**config.mk**
```make
export PLATFORM = sky130hd
export DESIGN_NAME = sobel_column_reader
export DESIGN_NICKNAME = d
export VERILOG_FILES = /design/src/rtl/sobel_pkg.sv /design/src/rtl/sobel_addr_gen.sv /design/src/rtl/sobel_column_reader.sv
export SDC_FILE = /design/constraint.sdc
export NUM_CORES = 1
export LEC_CHECK = 0
export CAP_MARGIN = 40
export CORE_ASPECT_RATIO = 1.1
export CORE_MARGIN = 8
export CORE_UTILIZATION = 30
export DETAILED_ROUTE_END_ITERATION = 16
export PLACE_DENSITY = 0.6
export SYNTH_ARGS = -nofsm -noshare
export SYNTH_HDL_FRONTEND = slang
export SYNTH_SLANG_ARGS = --single-unit
```
**constraint.sdc**
```tcl
create_clock -name clk -period 1.86 [get_ports clk]
set_input_delay 0.465 -clock clk [delete_from_list [all_inputs] [get_ports clk]]
set_output_delay 0.465 -clock clk [all_outputs]
set_load 0.03 [all_outputs]
```
**src/rtl/sobel_pkg.sv**
```systemverilog
// rtl/sobel_pkg.sv - shared types and constants for the Sobel column reader
// Optional feature macro: SOBEL_EDGE_REPLICATE_EN (edge replication instead of zero padding)
package sobel_pkg;

  localparam int PIX_W = 8;

  typedef enum logic [1:0] {
    ST_IDLE  = 2'd0,
    ST_READ  = 2'd1,
    ST_DRAIN = 2'd2,
    ST_DONE  = 2'd3
  } state_e;

  typedef enum logic {
    EDGE_ZERO_PAD  = 1'b0,
    EDGE_REPLICATE = 1'b1
  } edge_mode_e;

`ifdef SOBEL_EDGE_REPLICATE_EN
  localparam edge_mode_e EDGE_MODE = EDGE_REPLICATE;
`else
  localparam edge_mode_e EDGE_MODE = EDGE_ZERO_PAD;
`endif

endpackage

```
**src/rtl/sobel_addr_gen.sv**
```systemverilog
// rtl/sobel_addr_gen.sv - column-major scan counters, centre accumulator and edge clamping
module sobel_addr_gen
  import sobel_pkg::*;
#(
  parameter int IMG_W  = 64,
  parameter int IMG_H  = 64,
  parameter int ADDR_W = 12
) (
  input  logic              clk,
  input  logic              rst_n,
  input  logic              clear_i,
  input  logic              advance_i,
  output logic [ADDR_W-1:0] addr_l_o,
  output logic [ADDR_W-1:0] addr_c_o,
  output logic [ADDR_W-1:0] addr_r_o,
  output logic              first_o,
  output logic              last_o,
  output logic              edge_l_o,
  output logic              edge_r_o,
  output logic              frame_end_o
);

  localparam int XW = (IMG_W > 1) ? $clog2(IMG_W) : 1;
  localparam int YW = (IMG_H > 1) ? $clog2(IMG_H) : 1;
  localparam logic [XW-1:0]     X_LAST = XW'(IMG_W - 1);
  localparam logic [YW-1:0]     Y_LAST = YW'(IMG_H - 1);
  localparam logic [ADDR_W-1:0] ROW_STEP = ADDR_W'(IMG_W);

  logic [XW-1:0]     x_q, x_d;
  logic [YW-1:0]     y_q, y_d;
  logic [ADDR_W-1:0] acc_q, acc_d;

  // Next scan position: walk down the column, then restart at the top of the next one.
  // The centre address follows by adding one row stride, or jumping to x+1 on column wrap.
  always_comb begin
    x_d   = x_q;
    y_d   = y_q;
    acc_d = acc_q;
    if (clear_i) begin
      x_d   = '0;
      y_d   = '0;
      acc_d = '0;
    end else if (advance_i) begin
      if (y_q == Y_LAST) begin
        y_d = '0;
        if (x_q == X_LAST) begin
          x_d   = '0;
          acc_d = '0;
        end else begin
          x_d   = x_q + XW'(1);
          acc_d = ADDR_W'(x_q) + ADDR_W'(1);
        end
      end else begin
        y_d   = y_q + YW'(1);
        acc_d = acc_q + ROW_STEP;
      end
    end
  end

  // Scan position registers.
  always_ff @(posedge clk or negedge rst_n) begin
    if (!rst_n) begin
      x_q   <= '0;
      y_q   <= '0;
      acc_q <= '0;
    end else begin
      x_q   <= x_d;
      y_q   <= y_d;
      acc_q <= acc_d;
    end
  end

  // Neighbour addresses never leave the frame: at the side edges they fall back to the centre.
  always_comb begin
    edge_l_o    = (x_q == '0);
    edge_r_o    = (x_q == X_LAST);
    first_o     = (y_q == '0);
    last_o      = (y_q == Y_LAST);
    frame_end_o = edge_r_o && last_o;
    addr_c_o    = acc_q;
    addr_l_o    = edge_l_o ? acc_q : acc_q - ADDR_W'(1);
    addr_r_o    = edge_r_o ? acc_q : acc_q + ADDR_W'(1);
  end

endmodule

```
**src/rtl/sobel_column_reader.sv**
```systemverilog
// rtl/sobel_column_reader.sv - frame reader emitting left/centre/right pixel triplets column by column
// Edge behaviour selected by SOBEL_EDGE_REPLICATE_EN (see sobel_pkg); default is zero padding.
module sobel_column_reader
  import sobel_pkg::*;
#(
  parameter int IMG_W  = 64,
  parameter int IMG_H  = 64,
  parameter int ADDR_W = 12
) (
  input  logic              clk,
  input  logic              rst_n,
  input  logic              start,
  output logic              busy,
  output logic              done,
  output logic [ADDR_W-1:0] mem_addr_l,
  output logic [ADDR_W-1:0] mem_addr_c,
  output logic [ADDR_W-1:0] mem_addr_r,
  input  logic [PIX_W-1:0]  mem_rdata_l,
  input  logic [PIX_W-1:0]  mem_rdata_c,
  input  logic [PIX_W-1:0]  mem_rdata_r,
  output logic [PIX_W-1:0]  left_out,
  output logic [PIX_W-1:0]  current_out,
  output logic [PIX_W-1:0]  right_out,
  output logic              out_valid,
  output logic              col_first,
  output logic              col_last
);

  localparam bit PAD_ZERO = (EDGE_MODE == EDGE_ZERO_PAD);

  state_e state_q, state_d;
  logic   drain_q, drain_d;
  logic   accept, issue;

  logic [ADDR_W-1:0] gen_l, gen_c, gen_r;
  logic gen_first, gen_last, gen_edge_l, gen_edge_r, gen_frame_end;

  // Stage 1: flags travelling alongside the synchronous RAM read.
  logic v1_q, first1_q, last1_q, el1_q, er1_q;

  // Stage 2: registered outputs.
  logic [PIX_W-1:0] left_q, current_q, right_q;
  logic             out_valid_q, col_first_q, col_last_q;

  sobel_addr_gen #(
    .IMG_W (IMG_W),
    .IMG_H (IMG_H),
    .ADDR_W(ADDR_W)
  ) u_addr_gen (
    .clk        (clk),
    .rst_n      (rst_n),
    .clear_i    (accept),
    .advance_i  (issue),
    .addr_l_o   (gen_l),
    .addr_c_o   (gen_c),
    .addr_r_o   (gen_r),
    .first_o    (gen_first),
    .last_o     (gen_last),
    .edge_l_o   (gen_edge_l),
    .edge_r_o   (gen_edge_r),
    .frame_end_o(gen_frame_end)
  );

  // FSM next state and per-state outputs; DRAIN lasts two cycles to flush the read pipeline.
  always_comb begin
    state_d = state_q;
    drain_d = drain_q;
    accept  = 1'b0;
    issue   = 1'b0;
    busy    = 1'b0;
    done    = 1'b0;
    case (state_q)
      ST_IDLE: begin
        if (start) begin
          accept  = 1'b1;
          state_d = ST_READ;
        end
      end
      ST_READ: begin
        busy  = 1'b1;
        issue = 1'b1;
        if (gen_frame_end) begin
          state_d = ST_DRAIN;
          drain_d = 1'b0;
        end
      end
      ST_DRAIN: begin
        busy = 1'b1;
        if (drain_q) begin
          drain_d = 1'b0;
          state_d = ST_DONE;
        end else begin
          drain_d = 1'b1;
        end
      end
      ST_DONE: begin
        done    = 1'b1;
        state_d = ST_IDLE;
      end
      default: state_d = ST_IDLE;
    endcase
  end

  // FSM state register.
  always_ff @(posedge clk or negedge rst_n) begin
    if (!rst_n) begin
      state_q <= ST_IDLE;
      drain_q <= 1'b0;
    end else begin
      state_q <= state_d;
      drain_q <= drain_d;
    end
  end

  // Addresses are driven only while reading so they rest at zero otherwise.
  always_comb begin
    mem_addr_l = issue ? gen_l : '0;
    mem_addr_c = issue ? gen_c : '0;
    mem_addr_r = issue ? gen_r : '0;
  end

  // Stage 1: carry beat flags in step with the RAM read latency.
  always_ff @(posedge clk or negedge rst_n) begin
    if (!rst_n) begin
      v1_q     <= 1'b0;
      first1_q <= 1'b0;
      last1_q  <= 1'b0;
      el1_q    <= 1'b0;
      er1_q    <= 1'b0;
    end else begin
      v1_q     <= issue;
      first1_q <= issue && gen_first;
      last1_q  <= issue && gen_last;
      el1_q    <= issue && gen_edge_l;
      er1_q    <= issue && gen_edge_r;
    end
  end

  // Stage 2: output register; zero padding masks the out-of-frame neighbour.
  always_ff @(posedge clk or negedge rst_n) begin
    if (!rst_n) begin
      out_valid_q <= 1'b0;
      col_first_q <= 1'b0;
      col_last_q  <= 1'b0;
      left_q      <= '0;
      current_q   <= '0;
      right_q     <= '0;
    end else begin
      out_valid_q <= v1_q;
      col_first_q <= first1_q;
      col_last_q  <= last1_q;
      current_q   <= v1_q ? mem_rdata_c : '0;
      left_q      <= (v1_q && !(PAD_ZERO && el1_q)) ? mem_rdata_l : '0;
      right_q     <= (v1_q && !(PAD_ZERO && er1_q)) ? mem_rdata_r : '0;
    end
  end

  assign out_valid   = out_valid_q;
  assign col_first   = col_first_q;
  assign col_last    = col_last_q;
  assign left_out    = left_q;
  assign current_out = current_q;
  assign right_out   = right_q;

endmodule
```
Word-level counts from Yosys, hierarchy flattened --
Cells that the tools add are included.
Cells by class: add/subtract/negate cells 6, equality and inequality tests 8, muxes and demuxes 31, reductions and logical operators 19
Operator list (number):
- $mux W12 | 9
- $mux W6 | 7
- $mux W8 | 3
- $add A12 B1 Y12 const B | 1
- $add A12 B7 Y12 const B | 1
- $add A6 B1 Y6 const B | 2
- $eq A6 B6 Y1 const B | 2
- $logic_not A6 Y1 | 2
- $sub A12 B1 Y12 const B | 1
- $pmux W2 S4 | 1
- $add A6 B1 Y7 const B | 1
- $logic_and A1 B1 Y1 | 7
- $mux W1 | 7
- $mux W2 | 3
- $ne A2 B2 Y1 const B | 3
- $reduce_bool A2 Y1 | 3
- $eq A2 B2 Y1 const B | 2
- $reduce_and A2 Y1 | 2
- $reduce_and A3 Y1 | 1
- $eq A2 B1 Y1 const B | 1
- $logic_not A1 Y1 | 2
- $logic_not A2 Y1 | 1
- $pmux W1 S2 | 1
- $reduce_or A2 Y1 | 1
Word-level totals: flip-flop bits (word level) 59, output and inout port bits 65

Longest topological paths before layout --
Gate-level depths: netlist of run 1.
depth in word-level cells 5, depth in mapped cells 9, depth with buffers taken out 7

Hierarchy --
Synthesis of run 1 repeated with hierarchy kept, for this count alone.
Unflattened totals: cell total of the unflattened synthesis 340, area total of the unflattened synthesis 3316.9 µm²
By module, submodules not included:
- sobel_addr_gen | cells an instance 215, seq. area each 600.6 µm², area each 1850.5 µm², times used 1
- sobel_column_reader | cells an instance 125, seq. area each 875.8 µm², area each 1466.4 µm², times used 1

Worst setup path before layout of run 1 --
No wires, ideal clock.
kind register to output, start register u_addr_gen.x_q[0], end output mem_addr_l[1], stages on the path, launching flop included 6, slack -0.751 ns, data arrival time 2.146 ns, path through dfrtp_1 > inv_1 > ha_1 > or4b_4 > or2_1 > a211oi_1
On the way: cells in the longest elaborated chain, start to end 3
RTL lines:
- start, declared | line sobel_addr_gen.sv:29 | logic [XW-1:0] x_q, x_d;
- start signal, assigned | line sobel_addr_gen.sv:63 | x_q <= '0;
- start signal, assigned | line sobel_addr_gen.sv:67 | x_q <= x_d;
- $logic_not A6 Y1 | line sobel_addr_gen.sv:75 | edge_l_o = (x_q == '0);
- $mux W12 | line sobel_addr_gen.sv:81 | addr_l_o = edge_l_o ? acc_q : acc_q - ADDR_W'(1);
- $mux W12 | line sobel_column_reader.sv:117 | mem_addr_l = issue ? gen_l : '0;
- end, declared | line sobel_column_reader.sv:15 | output logic [ADDR_W-1:0] mem_addr_l,
No other way between the ends.

Worst setup path after layout of run 1 --
start register u_addr_gen.x_q[0], end output mem_addr_l[7]
The elaborated chain is that of the path after synthesis.

==> results.md, run 1 <==
* Unrepaired setup endpoints after global routing: yes
* Dpl cell area at 5040 µm²
* CTS tree: done
* GRT Util Overall at 0.146
* Core area at 10200 µm²
* Remaining Overflow, GRT at 0
* CP Data Arrival Time at 2.29 ns
* Die ar. at 13900 µm²
* Synth Cell Area at 3100 µm²
* Via count at 2978
* Post-synth top area share at 0.476
* Initial antenna violation count at 0
* Clk buf depth at 2
* Syn_area_per_cell at 9.67 µm²
* Clock sinks at 59
* Switching power at 2.49 mW
* Req. time, crit path at 1.39 ns
* Synth warn at 0
* # diodes at 0
* Largest net degree at the start of global routing at 60
* Switching share of power at 0.359
* PortBufs at 91
* HP Class: input port to asynchronous set/reset pin
* GRT met1 Usage at 0.163
* Max Fclk at 362 MHz
* Clock Pin Slew Worst Setup and Hold Paths at 0.05 ns
* GR peak layer: met2
* 1st-iter DRT viols at 127
* Design Area, Final at 6120 µm²
* Worst Setup Slack, final at -0.899 ns
* DRT Wirelength at 10000 µm
* #FFs+latches synth at 59
* Reg2Reg Depth at 7
* Post-synth EDFFs at 0
* Pre-CTS WS at -0.604 ns
* Detailed Place HPWL at 7090 µm
* Chip Width at 113 µm
* First-pass GRT wire length at 16300 µm
* Final hold vios at 0
* Worst setup SP type: register
* Async SR Flop Fraction at 1.00
* Critical Path Fanout Max at 5
* Proportion of layout cells with a drive suffix above 1 at 0.492
* Seq pwr share at 0.247
* Fin crit period at 2.76 ns
* Die Ht at 123 µm
* Slew Viols, Final at 0
* # rows at 39
* TNS Setup at -18.37 ns
* Internal power at 4.44 mW
* Clk pwr share at 0.256
* Maximum resistive drop on vdd at 0.618 mV
* Comb pwr share at 0.498
* NumNets Final at 547
* Period Utilization, post-route at 1.48
* Failing checks: negative setup slack
* Dominant cells by area after synthesis: dfrtp_1 (48%), and2_1 (6.0%), ha_1 (5.2%)
* ANT nets after route at 0
* DRT Pass-1 Iters at 4
* Root Driver: clkbuf_16
* Vias in the first global route at 3196
* Clock Latency Late Sink at 0.32 ns
* Htree depth at 3
* CTS buffer count at 9
* Critical setup path kind: register to output pin
* Cells after synthesis at 321
* Rel. slew slack at 0.699
* Tightest Pin Transition at 0.451 ns
* Crit end category: output pin
* Prevailing post-synth register cell: dfrtp_1
* GPL Wtd Cong at 0.808
* Lkg Pwr at 2.69 nW
* Grt met3 use at 0.0335
* Num ports at 92
* Vias per inst at 4.69
* Number of max-cap violations at 0
* List of most frequent post-synthesis cells: dfrtp_1 (59), and2_1 (30), nor2_1 (27), nand2_1 (25), inv_1 (18)
* # DRC at 0
* Final setup vio count at 37
* Cell Pwr Density at 1130 nW/µm²
* GRT met2 Usage at 0.273
* Status: finished, violations left
* Netlist cell types at 49
* Top cell type by total area after synthesis: dfrtp_1
* Mapped Nets at 361
* Hold_buf cts at 0
* Drt wl/cell at 15.7 µm
* Clock skew at 0.00828 ns
* Sequential share of the synthesized area at 0.476
* Area growth syn-to-layout at 97.2%
* Cell with the most instances after synthesis: dfrtp_1
* Initial core utilization at 0.303
## layout by cell type (no fill, tap or decap), drive strengths merged, types with 4 or more instances in the layout
cell,synthesis,layout
a21oi,15,15
and2,31,31
buf,7,139
clkbuf,9,12
clkdlybuf4s50,0,52
dfrtp,59,59
ha,13,13
inv,19,19
mux2i,10,10
nand2,25,25
nand2b,4,4
nand3,16,16
nor2,27,27
nor3,7,7
nor4,4,4
o21ai,17,17
or3,6,6
xnor2,8,8
xor2,10,10
## cells by family (layout without fill, tap and decap cells)
logic type,count (synthesis),count (layout),synth area share
simple gates,139,139,0.244
flops,59,59,0.476
compound gates,44,44,0.0855
buf+inv,35,226,0.0468
xor+xnor,18,18,0.0508
fa+ha+maj,13,13,0.0524
mux,13,13,0.0444
## power groups by stage
stage | logic (mW) | clock network, mW | registers (mW)
global route | 3.68 | 1.86 | 1.75
finish | 3.45 | 1.77 | 1.71
detailed placement | 2.69 | 0 | 1.73
global placement | 2.65 | 0 | 1.72
CTS | 3.31 | 1.80 | 1.71
floorplan | 1.18 | 0 | 2.05
## path summary, 6_finish.rpt
kind	start	to	slack, ns
setup / recovery	u_addr_gen.x_q[0]$_DFFE_PN0P_	mem_addr_l[7]	-0.90
hold / removal	rst_n	current_out[6]$_DFF_PN0_	0.14
setup reg to reg	u_addr_gen.x_q[0]$_DFFE_PN0P_	state_q[1]$_DFFE_PN0P_	-0.06
hold reg to reg	last1_q$_DFF_PN0_	col_last$_DFF_PN0_	0.35
max in group asynchronous	rst_n	u_addr_gen.addr_c_o[10]$_DFFE_PN0P_	1.45
min in group clk	last1_q$_DFF_PN0_	col_last$_DFF_PN0_	0.35
## worst max-delay path, cell delays in order, from the launching register on
cell and delay (ns):
dfrtp_1 0.39, buf_6 0.13, inv_4 0.05, ha_4 0.11, or4b_4 0.52, o2111ai_4 0.34, buf_6 0.17, nand2_4 0.05
o21ai_4 0.07, buf_12 0.14
## cell type report
type / instances / area (µm²)
Sequential cell: 59 / 1480
Fill cell: 809 / 4130
Tap cell: 123 / 154
Clock inverter: 4 / 73.8
Clock buffer: 12 / 246
Multi-Input combinational cell: 227 / 2160
Inverter: 19 / 88.8
Timing Repair Buffer: 191 / 1920
## layer usage
| metal | up-vias | part of all wire | routed length, µm |
|---|---|---|---|
| met4 | 0 | 0.011 | 113 |
| li1 | 1454 | - | - |
| met2 | 48 | 0.54 | 5440 |
| met1 | 1467 | 0.41 | 4120 |
| met5 | - | 0 | 0 |
| met3 | 9 | 0.032 | 315 |
## through the flow
step | hold WS, ns | std cells | utilization | power, mW
global route | 0.176 | 635 | 0.597 | 7.29
floorplan | 0.169 | 321 | - | 3.22
CTS | 0.156 | 631 | 0.584 | 6.82
finish | 0.142 | 635 | 0.597 | 6.94
global placement | 0.334 | 594 | 0.492 | 4.36
detailed placement | 0.335 | 594 | 0.492 | 4.41
## sequential cells by signal, indices dropped and copies added, names as in the netlist, 2 cells and up
| name | count |
|---|---|
| u_addr_gen.y_q | 6 |
| u_addr_gen.addr_c_o | 12 |
| state_q | 2 |
| u_addr_gen.x_q | 6 |
| left_out | 8 |
| current_out | 8 |
| right_out | 8 |
## repair_timing
item | in CTS | in global routing
setup endpoints to repair | 40 | 53
setup buffers | 20 | 6
pin swaps | 24 | 21
gates cloned | 1 | 0
resized for setup | 113 | 34
(Power assumes the default switching activity.)
==> run 2: changes to the inputs <==
SKIP_LAST_GASP = 1   (was unset)
==> results.md, run 2 (synthesis gave the netlist of run 1 again) <==
* First-pass GRT wire length at 16100 µm
* WL met3 at 351 µm
* PortBufs at 91
* Drt wl/cell at 15.6 µm
* Req. time, crit path at 1.39 ns
* Number of max-cap violations at 0
* Critical Path Fanout Max at 5
* Worst setup SP type: register
* Max reg flops at 12
* Cell Pwr Density at 1140 nW/µm²
* # rows at 39
* Clk buf depth at 2
* Htree depth at 3
* Most common cell after layout, fill and taps aside: buf_4
* Chip Width at 113 µm
* TNS Setup at -18.47 ns
* CTS tree: done
* Fin crit period at 2.75 ns
* NumNets Final at 548
* Multi-input logic area at 2150 µm²
* Detailed Place HPWL at 7090 µm
* Commonest non-fill, non-tap cells in the layout: buf_4 (81), dfrtp_1 (59), clkdlybuf4s50_1 (52)
* Crit end category: output pin
* Lkg Pwr at 2.69 nW
* Initial antenna violation count at 0
* Met2 wire length at 5410 µm
* Die ar. at 13900 µm²
* DRT Pass-1 Iters at 6
* Vias in the first global route at 3197
* 1st-iter DRT viols at 131
* Clock sinks at 59
* Period Utilization, post-route at 1.48
* Max layer used: met4
* Initial core utilization at 0.303
* Vias per inst at 4.73
* Root Driver: clkbuf_16
* Layout Cells excl Fill at 636
* DRT Wirelength at 9930 µm
* Clock skew at 0.00892 ns
* Status: finished, violations left
* Final hold vios at 0
* Failing checks: negative setup slack
* Rel. slew slack at 0.698
* CP startpoint: u_addr_gen.x_q[0]$_DFFE_PN0P_
* Die Ht at 123 µm
* Worst reg2reg startpoint: u_addr_gen.x_q[0]$_DFFE_PN0P_
* Maximum resistive drop on vdd at 0.617 mV
* Dpl cell area at 5040 µm²
* GPL Wtd Cong at 0.808
* Unrepaired setup endpoints after global routing: yes
* Remaining Overflow, GRT at 0
* # DRC at 0
* Max Fclk at 364 MHz
* Num ports at 92
* Core area at 10200 µm²
* Worst Setup Slack, final at -0.891 ns
* Number of instances in the placed design at 594
* Met1 WL at 4060 µm
* Register Area at 1480 µm²
* Tightest Pin Transition at 0.452 ns
* Critical setup path kind: register to output pin
* ANT nets after route at 0
* Reg2Reg Depth at 7
* Proportion of layout cells with a drive suffix above 1 at 0.487
* Setup slack, reg-to-reg at -0.05 ns
* CTS buffer count at 9
* R2R Path End: state_q[1]$_DFFE_PN0P_
* Design Area, Final at 6110 µm²
* # diodes at 0
* Clock Latency Late Sink at 0.32 ns
* GRT Util Overall at 0.145
* Pre-CTS WS at -0.604 ns
* HP Class: input port to asynchronous set/reset pin
* CP Data Arrival Time at 2.29 ns
* Slew Viols, Final at 0
* Area growth syn-to-layout at 96.9%
* Via count at 3006
* Final setup vio count at 37
* FILL cells at 813
* Largest net degree at the start of global routing at 60
* Clock Pin Slew Worst Setup and Hold Paths at 0.05 ns
[run 2: final cells by class]
class / instances / area share
multi-input combinational: 227 / 0.352
timing repair buffer: 192 / 0.314
sequential: 59 / 0.242
clock buffer: 12 / 0.0403
tap: 123 / 0.0252
inverter: 19 / 0.0145
clock inverter: 4 / 0.0121
[run 2: worst max-delay path by stage]
stage / end / slack (ns) / depth (start not counted)
after global placement: mem_addr_r[8] / -0.60 / 6
after global routing: mem_addr_l[5] / -0.96 / 8
final: mem_addr_l[7] / -0.89 / 9
after floorplan: mem_addr_l[1] / -0.37 / 5
after CTS: mem_addr_l[10] / -0.89 / 8
after detailed placement: mem_addr_r[8] / -0.60 / 6
[run 2: per-layer routing]
metal / vias to the layer above / GRT usage
li1: 1460 / -
met1: 1483 / 0.162
met2: 57 / 0.270
met3: 6 / 0.0340
met4: 0 / 0.0417
met5: - / 0
[run 2: per-stage QoR]
step | total power [mW] | hold slack, ns | utilization
global route | 7.30 | 0.173 | 0.596
global placement | 4.36 | 0.334 | 0.492
detailed placement | 4.41 | 0.335 | 0.492
finish | 6.94 | 0.145 | 0.596
CTS | 6.79 | 0.156 | 0.580
floorplan | 3.22 | 0.169 | -
[run 2: power breakdown]
group          total [mW]  switching, mW  internal [mW]  leakage [nW]
logic                3.46           1.78           1.68          1.74
registers            1.71          0.151           1.56         0.797
clock network        1.77          0.562           1.21         0.157
[run 2: repair_timing]
item | in CTS | in global routing
endpoints found under the hold margin | 0 | 0
resized for setup | 100 | 42
setup buffers | 20 | 7
pin swaps | 22 | 21
gates cloned | 1 | 0
hold buffers | 0 | 0
endpoints found under the setup margin | 40 | 54
[run 2: worst max-delay path: stages, from the launching register on]
cell and delay (ns):
dfrtp_1 0.39, buf_6 0.13, inv_4 0.05, ha_4 0.11, or4b_4 0.52, o2111ai_4 0.34, buf_6 0.17, nand2_4 0.05
o21ai_4 0.07, buf_12 0.14
==> run 3: changes to the inputs <==
DONT_BUFFER_PORTS = 1   (was unset)
PLACE_DENSITY = 0.48   (was 0.6)
==> results.md, run 3 (synthesis gave the netlist of run 1 again) <==
* 1st-iter DRT viols at 101
* Die ar. at 13900 µm²
* Internal power at 3.96 mW
* Rel. slew slack at 0.681
* Clock sinks at 59
* Final hold vios at 0
* Worst setup SP type: register
* Core area at 10200 µm²
* Unrepaired setup endpoints after global routing: yes
* Comb pwr share at 0.395
* DRT Wirelength at 9170 µm
* Area growth syn-to-layout at 71.7%
* CP Data Arrival Time at 2.14 ns
* Remaining Overflow, GRT at 0
* Crit end category: output pin
* Initial antenna violation count at 0
* Seq pwr share at 0.321
* GRT Util Overall at 0.138
* Slew Viols, Final at 0
* Max Fclk at 384 MHz
* Via count at 2707
* Proportion of layout cells with a drive suffix above 1 at 0.524
* # rows at 39
* ANT nets after route at 0
* Fin crit period at 2.60 ns
* Critical Path Fanout Max at 5
* Initial core utilization at 0.303
* Drt wl/cell at 16.4 µm
* Failing checks: negative setup slack
* Detailed Place HPWL at 6720 µm
* CTS tree: done
* Num ports at 92
* Chip Width at 113 µm
* Switching power at 2.39 mW
* Htree depth at 3
* Pre-CTS WS at -0.436 ns
* Max reg flops at 12
* GPL Wtd Cong at 0.787
* Met2 wire length at 4500 µm
* Tightest Pin Transition at 0.477 ns
* Cell Pwr Density at 1190 nW/µm²
* Clock Latency Late Sink at 0.33 ns
* Worst Setup Slack, final at -0.742 ns
* Most common cell after layout, fill and taps aside: buf_4
* Maximum resistive drop on vdd at 0.925 mV
* Period Utilization, post-route at 1.40
* Vias in the first global route at 2800
* First-pass GRT wire length at 14800 µm
* Final setup vio count at 40
* Largest net degree at the start of global routing at 60
* Switching share of power at 0.376
* Req. time, crit path at 1.39 ns
* Met1 WL at 3870 µm
* Max layer used: met4
* Clk buf depth at 2
* Die Ht at 123 µm
* Multi-input logic area at 2140 µm²
* Vias per inst at 4.83
* DRT Pass-1 Iters at 4
* # diodes at 0
* Status: finished, violations left
* Clock skew at 0.00777 ns
* Number of max-cap violations at 0
* CTS buffer count at 9
* Clk pwr share at 0.284
* FILL cells at 894
* Power, Total at 6.36 mW
* # DRC at 0
* Clock Pin Slew Worst Setup and Hold Paths at 0.06 ns
* Commonest non-fill, non-tap cells in the layout: buf_4 (80), dfrtp_1 (58), and2_1 (25)
* NumNets Final at 472
* PortBufs at 0
* Register Area at 1480 µm²
* HP Class: input port to asynchronous set/reset pin
* Critical setup path kind: register to output pin
* Lkg Pwr at 2.33 nW
* WL met3 at 637 µm
* Root Driver: clkbuf_16
run 3: changes by cell type in the layout (fill, tap and decap cells not counted), moves of 3 or more:
cell and delta:
clkdlybuf4s50_1 -52, buf_6 -20, inv_4 -5, inv_1 +3, inv_8 +3, nand2_4 -3
nor3_4 -3, o21ai_1 -3, o21ai_2 +3
run 3: final cells by class:
| cell class | count | share of cell area |
|---|---|---|
| clock buffer | 10 | 0.0448 |
| clock inverter | 6 | 0.0167 |
| inverter | 19 | 0.0185 |
| multi-input combinational | 227 | 0.401 |
| sequential | 59 | 0.277 |
| tap | 123 | 0.0289 |
| timing repair buffer | 116 | 0.213 |
run 3: layer usage:
metal  GRT usage  vias up
met5           0        -
met4      0.0600        0
met3      0.0448       14
met2       0.233       90
met1       0.157     1301
li1            -     1302
run 3: power groups by stage:
stage          clock (mW)  sequential (mW)  combinational [mW]
5_1_grt              1.92             2.08                2.72
4_1_cts              1.86             2.05                2.21
2_1_floorplan           0             2.05                1.18
3_5_place_dp            0             2.06                1.86
3_3_place_gp            0             2.06                1.84
6_report             1.81             2.04                2.51
run 3: path summary, 6_finish.rpt:
path | start | endpoint | slack [ns] | cells after the start
max in group asynchronous | rst_n | u_addr_gen.addr_c_o[1]$_DFFE_PN0P_ | 1.59 | 1
min in group clk | mem_rdata_c[0] | current_out[0]$_DFF_PN0_ | 0.27 | 1
min reg2reg | last1_q$_DFF_PN0_ | col_last$_DFF_PN0_ | 0.34 | 0
max | u_addr_gen.x_q[0]$_DFFE_PN0P_ | mem_addr_l[11] | -0.74 | 7
max reg2reg | u_addr_gen.x_q[0]$_DFFE_PN0P_ | u_addr_gen.x_q[5]$_DFFE_PN0P_ | -0.06 | 10
min | rst_n | current_out[5]$_DFF_PN0_ | 0.004 | 1
run 3: timing repair:
item,4_1_cts,5_1_grt
hold buffers,1,0
endpoints found under the setup margin,38,52
pin swaps,20,20
hold endpoints to repair,59,0
gates cloned,1,0
gates resized for setup,63,44
buffers inserted,17,10
run 3: worst max-delay path: stages (launching register included):
cell,delay [ns]
dfrtp_1,0.37
inv_1,0.05
ha_1,0.13
or4b_4,0.53
o2111ai_4,0.28
nor3_2,0.09
mux2i_4,0.20
buf_12,0.15
run 3: per-stage QoR:
| stage | instances | util | hold slack [ns] | area [µm²] | setup TNS [ns] |
|---|---|---|---|---|---|
| after floorplan | 321 | - | 0.169 | 3480 | -5.65 |
| after global placement | 521 | 0.426 | 0.171 | 4360 | -7.44 |
| after detailed placement | 521 | 0.426 | 0.171 | 4360 | -7.84 |
| after CTS | 552 | 0.496 | 0.00448 | 5090 | -17.66 |
| after global routing | 560 | 0.520 | 0.00792 | 5330 | -19.64 |
| final | 560 | 0.520 | 0.00449 | 5330 | -16.58 |
